==> src/rtl/rvc_asap_eot_monitor.sv <==
// rvc_asap_eot_monitor
// This is an end-of-test monitor for multi-hart rvc_asap cores.
//   - It watches the 101H instruction of every hart for EBREAK.
//   - When the end condition is met, it waits a few cycles so that pending stores
//     can retire.
//   - It then streams the D_MEM snapshot window out as one 32-bit word per beat,
//     using ready/valid handshaking.
// Optional feature: define RVC_EOT_TIMEOUT_EN to add a cycle watchdog that ends the
// test after TIMEOUT_CYCLES cycles in RUN.
//
// state | meaning
// RUN   | counting cycles, collecting per-hart EBREAKs
// DRAIN | waiting DRAIN_CYCLES for store retirement
// DUMP  | reading D_MEM and streaming beats out
// DONE  | snapshot complete, hold until reset
module rvc_asap_eot_monitor #(
  parameter int          NUM_HARTS      = 1,
  parameter int          END_MODE       = 0,
  parameter int          DRAIN_CYCLES   = 4,
  parameter logic [31:0] DMEM_OFFSET    = 32'h0000_1000,
  parameter int          DMEM_BYTES     = 4096,
  parameter int          TIMEOUT_CYCLES = 1000000
) (
  input  logic                      Clock,
  input  logic                      Rst,
  input  logic [32*NUM_HARTS-1:0]   InstQ101H,
  input  logic [NUM_HARTS-1:0]      InstVldQ101H,
  output logic                      SnapRdEn,
  output logic [31:0]               SnapRdAddr,
  input  logic [31:0]               SnapRdData,
  output logic                      SnapVld,
  input  logic                      SnapReady,
  output logic [31:0]               SnapAddr,
  output logic [31:0]               SnapData,
  output logic [NUM_HARTS-1:0]      HartHalted,
  output logic [31:0]               CycleCount,
  output logic [1:0]                EotStatus,
  output logic                      EotDone
);

  localparam logic [31:0] EBREAK     = 32'h0010_0073;
  localparam logic [31:0] NUM_WORDS  = 32'(DMEM_BYTES / 4);
  localparam logic [31:0] DRAIN_LOAD = (DRAIN_CYCLES > 0) ? 32'(DRAIN_CYCLES - 1) : 32'd0;

  // A bad window or timeout setting would give a silently wrong dump, so refuse to elaborate.
  if ((DMEM_BYTES < 4) || ((DMEM_BYTES % 4) != 0) || (DMEM_OFFSET[1:0] != 2'b00) ||
      (TIMEOUT_CYCLES < 1) || (NUM_HARTS < 1)) begin : g_param_check
    $error("rvc_asap_eot_monitor: illegal parameter combination");
  end

  typedef enum logic [1:0] {RUN, DRAIN, DUMP, DONE} state_t;

  state_t                 state_q, state_nxt;
  logic [NUM_HARTS-1:0]   halted_q, halted_nxt, ebreak_hit;
  logic [31:0]            cycle_q;
  logic [1:0]             status_q;
  logic [31:0]            drain_q;
  logic                   end_cond, timeout_hit, run_end;

  logic [31:0]            rd_ptr_q, words_left_q, rd_addr_q;
  logic                   inflight_q;
  logic [31:0]            fifo_addr_q [2];
  logic [31:0]            fifo_data_q [2];
  logic                   wr_idx_q, rd_idx_q;
  logic [1:0]             count_q;
  logic                   done_q;
  logic                   in_dump, snap_vld, pop, issue, last_pop;

  // Detect EBREAK on each hart and form the end condition from the halted set after this cycle.
  always_comb begin
    ebreak_hit = '0;
    for (int h = 0; h < NUM_HARTS; h++) begin
      ebreak_hit[h] = InstVldQ101H[h] && (InstQ101H[32*h +: 32] == EBREAK);
    end
    halted_nxt = halted_q | ebreak_hit;
    end_cond   = (END_MODE == 0) ? (&halted_nxt) : (|halted_nxt);
  end

`ifdef RVC_EOT_TIMEOUT_EN
  assign timeout_hit = (state_q == RUN) && (cycle_q == 32'(TIMEOUT_CYCLES - 1)) && !end_cond;
`else
  assign timeout_hit = 1'b0;
`endif

  assign run_end  = (state_q == RUN) && (end_cond || timeout_hit);

  // Dump flow control: at most two buffered beats plus one read in flight.
  assign in_dump  = (state_q == DUMP);
  assign snap_vld = in_dump && (count_q != 2'd0);
  assign pop      = snap_vld && SnapReady;
  assign issue    = in_dump && (words_left_q != 32'd0) &&
                    (({1'b0, count_q} + {2'b00, inflight_q}) < (3'd2 + {2'b00, pop}));
  assign last_pop = in_dump && (words_left_q == 32'd0) && !inflight_q &&
                    (count_q == 2'd1) && pop;

  // State register.
  always_ff @(posedge Clock or negedge Rst) begin
    if (!Rst) state_q <= RUN;
    else      state_q <= state_nxt;
  end

  // Next-state logic. A zero drain length skips DRAIN entirely.
  always_comb begin
    state_nxt = state_q;
    case (state_q)
      RUN:     if (run_end) state_nxt = (DRAIN_CYCLES == 0) ? DUMP : DRAIN;
      DRAIN:   if (drain_q == 32'd0) state_nxt = DUMP;
      DUMP:    if (last_pop) state_nxt = DONE;
      DONE:    state_nxt = DONE;
      default: state_nxt = RUN;
    endcase
  end

  // Run-phase bookkeeping. All of it freezes once RUN is left.
  always_ff @(posedge Clock or negedge Rst) begin
    if (!Rst) begin
      cycle_q  <= 32'd0;
      halted_q <= '0;
      status_q <= 2'b00;
    end else if (state_q == RUN) begin
      if (cycle_q != 32'hFFFF_FFFF) cycle_q <= cycle_q + 32'd1;
      halted_q <= halted_nxt;
      if (end_cond)         status_q <= 2'b01;
      else if (timeout_hit) status_q <= 2'b10;
    end
  end

  // Drain down-counter, loaded on leaving RUN and terminal at zero.
  always_ff @(posedge Clock or negedge Rst) begin
    if (!Rst)                             drain_q <= 32'd0;
    else if (run_end)                     drain_q <= DRAIN_LOAD;
    else if (state_q == DRAIN && drain_q != 32'd0) drain_q <= drain_q - 32'd1;
  end

  // Read issue, in-flight tracking and the two-entry beat buffer.
  always_ff @(posedge Clock or negedge Rst) begin
    if (!Rst) begin
      rd_ptr_q     <= DMEM_OFFSET;
      words_left_q <= NUM_WORDS;
      rd_addr_q    <= 32'd0;
      inflight_q   <= 1'b0;
      wr_idx_q     <= 1'b0;
      rd_idx_q     <= 1'b0;
      count_q      <= 2'd0;
      for (int i = 0; i < 2; i++) begin
        fifo_addr_q[i] <= 32'd0;
        fifo_data_q[i] <= 32'd0;
      end
    end else begin
      inflight_q <= issue;
      if (issue) begin
        rd_addr_q    <= rd_ptr_q;
        rd_ptr_q     <= rd_ptr_q + 32'd4;
        words_left_q <= words_left_q - 32'd1;
      end
      if (inflight_q) begin
        fifo_addr_q[wr_idx_q] <= rd_addr_q;
        fifo_data_q[wr_idx_q] <= SnapRdData;
        wr_idx_q              <= ~wr_idx_q;
      end
      if (pop) rd_idx_q <= ~rd_idx_q;
      case ({inflight_q, pop})
        2'b10:   count_q <= count_q + 2'd1;
        2'b01:   count_q <= count_q - 2'd1;
        default: count_q <= count_q;
      endcase
    end
  end

  // Completion flag, raised the cycle after the final beat is accepted.
  always_ff @(posedge Clock or negedge Rst) begin
    if (!Rst)          done_q <= 1'b0;
    else if (last_pop) done_q <= 1'b1;
  end

  assign SnapRdEn   = issue;
  assign SnapRdAddr = issue ? rd_ptr_q : 32'd0;
  assign SnapVld    = snap_vld;
  assign SnapAddr   = snap_vld ? fifo_addr_q[rd_idx_q] : 32'd0;
  assign SnapData   = snap_vld ? fifo_data_q[rd_idx_q] : 32'd0;
  assign HartHalted = halted_q;
  assign CycleCount = cycle_q;
  assign EotStatus  = status_q;
  assign EotDone    = done_q;

endmodule
==> config.mk <==
export PLATFORM = sky130hd
export DESIGN_NAME = rvc_asap_eot_monitor
export DESIGN_NICKNAME = d
export VERILOG_FILES = /design/src/rtl/rvc_asap_eot_monitor.sv
export SDC_FILE = /design/constraint.sdc
export NUM_CORES = 1
export LEC_CHECK = 0
export CAP_MARGIN = 20
export CORE_MARGIN = 3
export CORE_UTILIZATION = 55
export DETAILED_ROUTE_END_ITERATION = 8
export GPL_TIMING_DRIVEN = 1
export HOLD_SLACK_MARGIN = 0.05
export PLACE_DENSITY = 0.81
export SYNTH_ARGS = -nofsm -noshare
export SYNTH_HDL_FRONTEND = slang
export SYNTH_SLANG_ARGS = --single-unit
==> constraint.sdc <==
create_clock -name Clock -period 3.3 [get_ports Clock]
set_input_delay 0.66 -clock Clock [delete_from_list [all_inputs] [get_ports Clock]]
set_output_delay 0.66 -clock Clock [all_outputs]
set_load 0.03 [all_outputs]
==> results.md <==
* DRC marker count from the first detailed-route iteration at 745
* Mapped Area at 13600 µm²
* Clk slew on worst S/H paths at around 0.060 ns
* Startpoint Class: flip-flop
* Syn_area_per_cell at 11.4 µm²
* Synth Flop Type: dfrtp_1
* Number of nets in the layout at about 1500
* Antenna viol nets, final at 0
* Yosys top cell area share at 53.0%
* Placed Instances at 1691
* Share of cells above drive strength 1 at 22.5%
* Antenna violations before repair at 0
* Area leader, netlist: dfrtp_1
* Ranking of synthesized cells by area: dfrtp_1, mux2_2, mux2i_1, xnor2_1, nor2_1
* Post-DP Area at 16000 µm²
* Status: completed
* Core Rows at 56
* Ys async rst share at 100%
* Buffers on Ports at about 200
* Sw frac at 19.6%
* HPWL Detailed at between 20000 and 25000 µm
* CTS H-tree lvls at 1
* Vias in the first global route at between 10000 and 15000
* Period utilization at a little over nine tenths
* Part of the power in registers at between 40% and 50%
* Crit end category: primary output
* CP Data Arrival Time at between 2 and 3 ns
* Die height at 163 µm
* Peak fanout along the critical path at 8
* GRT overflow at 0
* Final setup viols at 0
* Crit path kind: reg -> out
* Met1 wire length at 14000 µm
* Area growth syn-to-layout at 28.8%
* Post-Syn Instances at 1194
* MaxCap Viol Count at 0
* DIE WIDTH at 163 µm
* Worst vdd ir at 0.400 mV
* Fin. Hold Viols at 0
* Worst skew pair latency at 0.54 ns
* Post-route cell area at ~17000 µm²
* Initial Util at 56.9%
* Layout Skew at 0.0116 ns
* Number of hold buffers added after CTS at 0
* Number of flops mapped to enable cells by yosys at 0
* First-pass GRT wire length at 53500 µm
* Max_slew headroom at 48.8%
* CTS Buffer Depth at 3
* Sequential share of the synthesized area at 53.4%
* Worst Hold Class: in -> async
* Diode count at 0
* Largest stage delay, worst path at 0.41 ns
* Core area at 23900 µm²
* Worst hold margin at 0.107 ns
* Tmin final at around 3.3 ns
* Vias per inst at 5.76
* Max Slew Vio Count at 0
* Largest net degree at the start of global routing at between 80 and 90
* Cell mode on critical path: ha_2
* Cell Count, Final, Fillers Out at 1766
* Worst Tran Pin Value at 0.765 ns
* WL met2 at about 16000 µm
* Crit path required time at ~2.6 ns
* Num CTS Buffers at 30
* WL per Instance at 18.4 µm
* Highest Signal Layer: met4
* Gr usage total at about 25%
* IO Pins at 202
* P_int at 5990 µW
* Library cells used by synthesis at 57
* Die area at 26600 µm²
* RSZ-0062 raised after global routing: yes
* Clock share of power at 49.3%
* Yosys warns at 0
* CTS root buf: clkbuf_16
* Met3 WL at 2230 µm
* CP Cell Sequence: ha_2 > ha_2 > or3b_4 > a21oi_2 > buf_4 > o31ai_4 > inv_4 > buf_8 > and2_4 > buf_6
* Leak at 0.00829 µW
* Slowest cell on the critical path: dfrtp_1
* Routability cong. at 0.848
* Drt drc at 0
* Yosys reg bits at between 200 and 300
* Routed wire length at 32400 µm
* Sw Pwr at about 1500 µW
* Fmax at slightly above 300 MHz
* Via count at 10164
* DRT Pass-1 Iters at 5
* Pwr Density at between 400 and 500 nW/µm²
* Num Clock Sinks at 290
* CTS tree: yes
* Combinational power share at 2.6%
==> layer usage <==
metal  track usage, %  vias to the layer above
li1                 -                     4725
met1             33.7                     5033
met2             41.2                      352
met3             3.85                       54
met4             6.23                        0
met5                0                        -
==> path summary, 6_finish.rpt <==
| kind | from | to | slack (ns) | cells past startpoint |
|---|---|---|---|---|
| min in group Clock | EotDone | EotDone | 0.47 | 1 |
| max in group asynchronous | Rst | rd_ptr_q[12] | 2.24 | 2 |
| worst min register to register | EotDone | EotDone | 0.47 | 1 |
| worst max register to register | drain_q[12] | drain_q[26] | 0.45 | 5 |
| worst max-delay path | count_q[0] | SnapRdAddr[4] | 0.04 | 10 |
| worst min-delay path | Rst | fifo_addr_q[20] | 0.11 | 1 |
==> cells in the final DEF (no fill, tap or decap), types with 12 or more instances in the layout <==
master	n
nor3_1	37
nor4_1	27
mux2i_1	63
o21ai_0	15
nand2_1	53
mux2_2	125
dlymetal6s2s_1	12
a21o_1	32
xnor2_1	60
or3_1	17
buf_6	29
nor2_1	103
and2_4	30
or2_2	12
buf_4	48
nand4_1	31
xor2_1	38
or4_1	18
clkdlybuf4s50_1	102
a21oi_1	26
dlygate4sd2_1	50
nand3_1	38
dfrtp_1	287
clkbuf_16	31
==> power by group through the flow <==
stage                     clock network [µW]  registers (µW)  logic (µW)
final                                   3670            3590         191
after global routing                    3890            3590         214
after detailed placement                   0            3650         197
after floorplan                            0            3650        33.8
after global placement                     0            3650         193
after CTS                               3740            3590         198
==> flip-flops by register name, indices dropped and copies added (netlist names), 2 cells and up <==
signal	flops
state_q	2
CycleCount	32
drain_q	32
rd_addr_q	30
rd_ptr_q	30
fifo_data_q	64
words_left_q	32
count_q	2
fifo_addr_q	60
==> cell families after synthesis <==
kind of cell             share of synthesized area [%]
flip-flops                                        53.4
multiplexers                                      15.0
other                                           0.0276
adder cells (fa/ha/maj)                           1.01
AO/OA/AOI/OAI                                     5.08
buffers and inverters                             2.10
XOR/XNOR                                          6.32
AND/OR/NAND/NOR                                   17.0
==> synthesized netlist by cell type, drive strengths merged (2+ instances only) <==
| cell | count |
|---|---|
| inv | 12 |
| mux2 | 125 |
| or3 | 18 |
| and2 | 36 |
| nor4b | 3 |
| buf | 14 |
| nor2 | 104 |
| o31ai | 8 |
| nor2b | 3 |
| dfrtp | 288 |
| or3b | 4 |
| or4 | 20 |
| o21a | 2 |
| mux2i | 63 |
| nor4 | 31 |
| a31o | 2 |
| a21o | 32 |
| dfstp | 2 |
| xor2 | 38 |
| and4 | 7 |
| nand4 | 31 |
| o21ai | 16 |
| nand2b | 6 |
| nand4bb | 2 |
| nor3 | 37 |
| nor3b | 2 |
| o41ai | 2 |
| and3 | 11 |
| ha | 11 |
| nand2 | 54 |
| a211oi | 4 |
| xnor2 | 60 |
| nor4bb | 3 |
| nand3b | 5 |
| o211ai | 3 |
| or2 | 12 |
| clkbuf | 44 |
| nand3 | 38 |
| a21oi | 27 |
| a31oi | 3 |
| nand4b | 2 |
==> timing repair <==
action	in CTS	in global routing
gates resized for setup	124	19
buffers inserted	13	7
setup endpoints to repair	94	43
gates cloned	2	0
pin swaps	3	1
==> worst max-delay path: cells and delay by family, from the launching register on <==
family | cells | cell delay (ns)
AO/OA/AOI/OAI | 2 | 0.20
adder cells (fa/ha/maj) | 2 | 0.36
buffers and inverters | 4 | 0.55
flip-flops | 1 | 0.41
AND/OR/NAND/NOR | 2 | 0.54
==> through the flow <==
step	util (%)	total power (µW)	worst slack [ns]	setup TNS, ns
5_1_grt	73.2	7690	-0.0743	-1.67
2_1_floorplan	-	3680	0.303	0
3_5_place_dp	67.0	3850	-0.0295	-0.212
3_3_place_gp	67.0	3840	0.0250	0
6_report	73.2	7450	0.0355	0
4_1_cts	73.1	7520	-0.00709	-0.0619
==> layout make-up <==
class	instances	area (µm²)
clock inverters	11	208
flip-flops and latches	290	7260
multi-input cells	838	6200
repair buffers	251	2490
clock buffers	45	888
inverters	12	47.5
fillers	1603	6400
well taps	319	399
(Power assumes the default switching activity.)
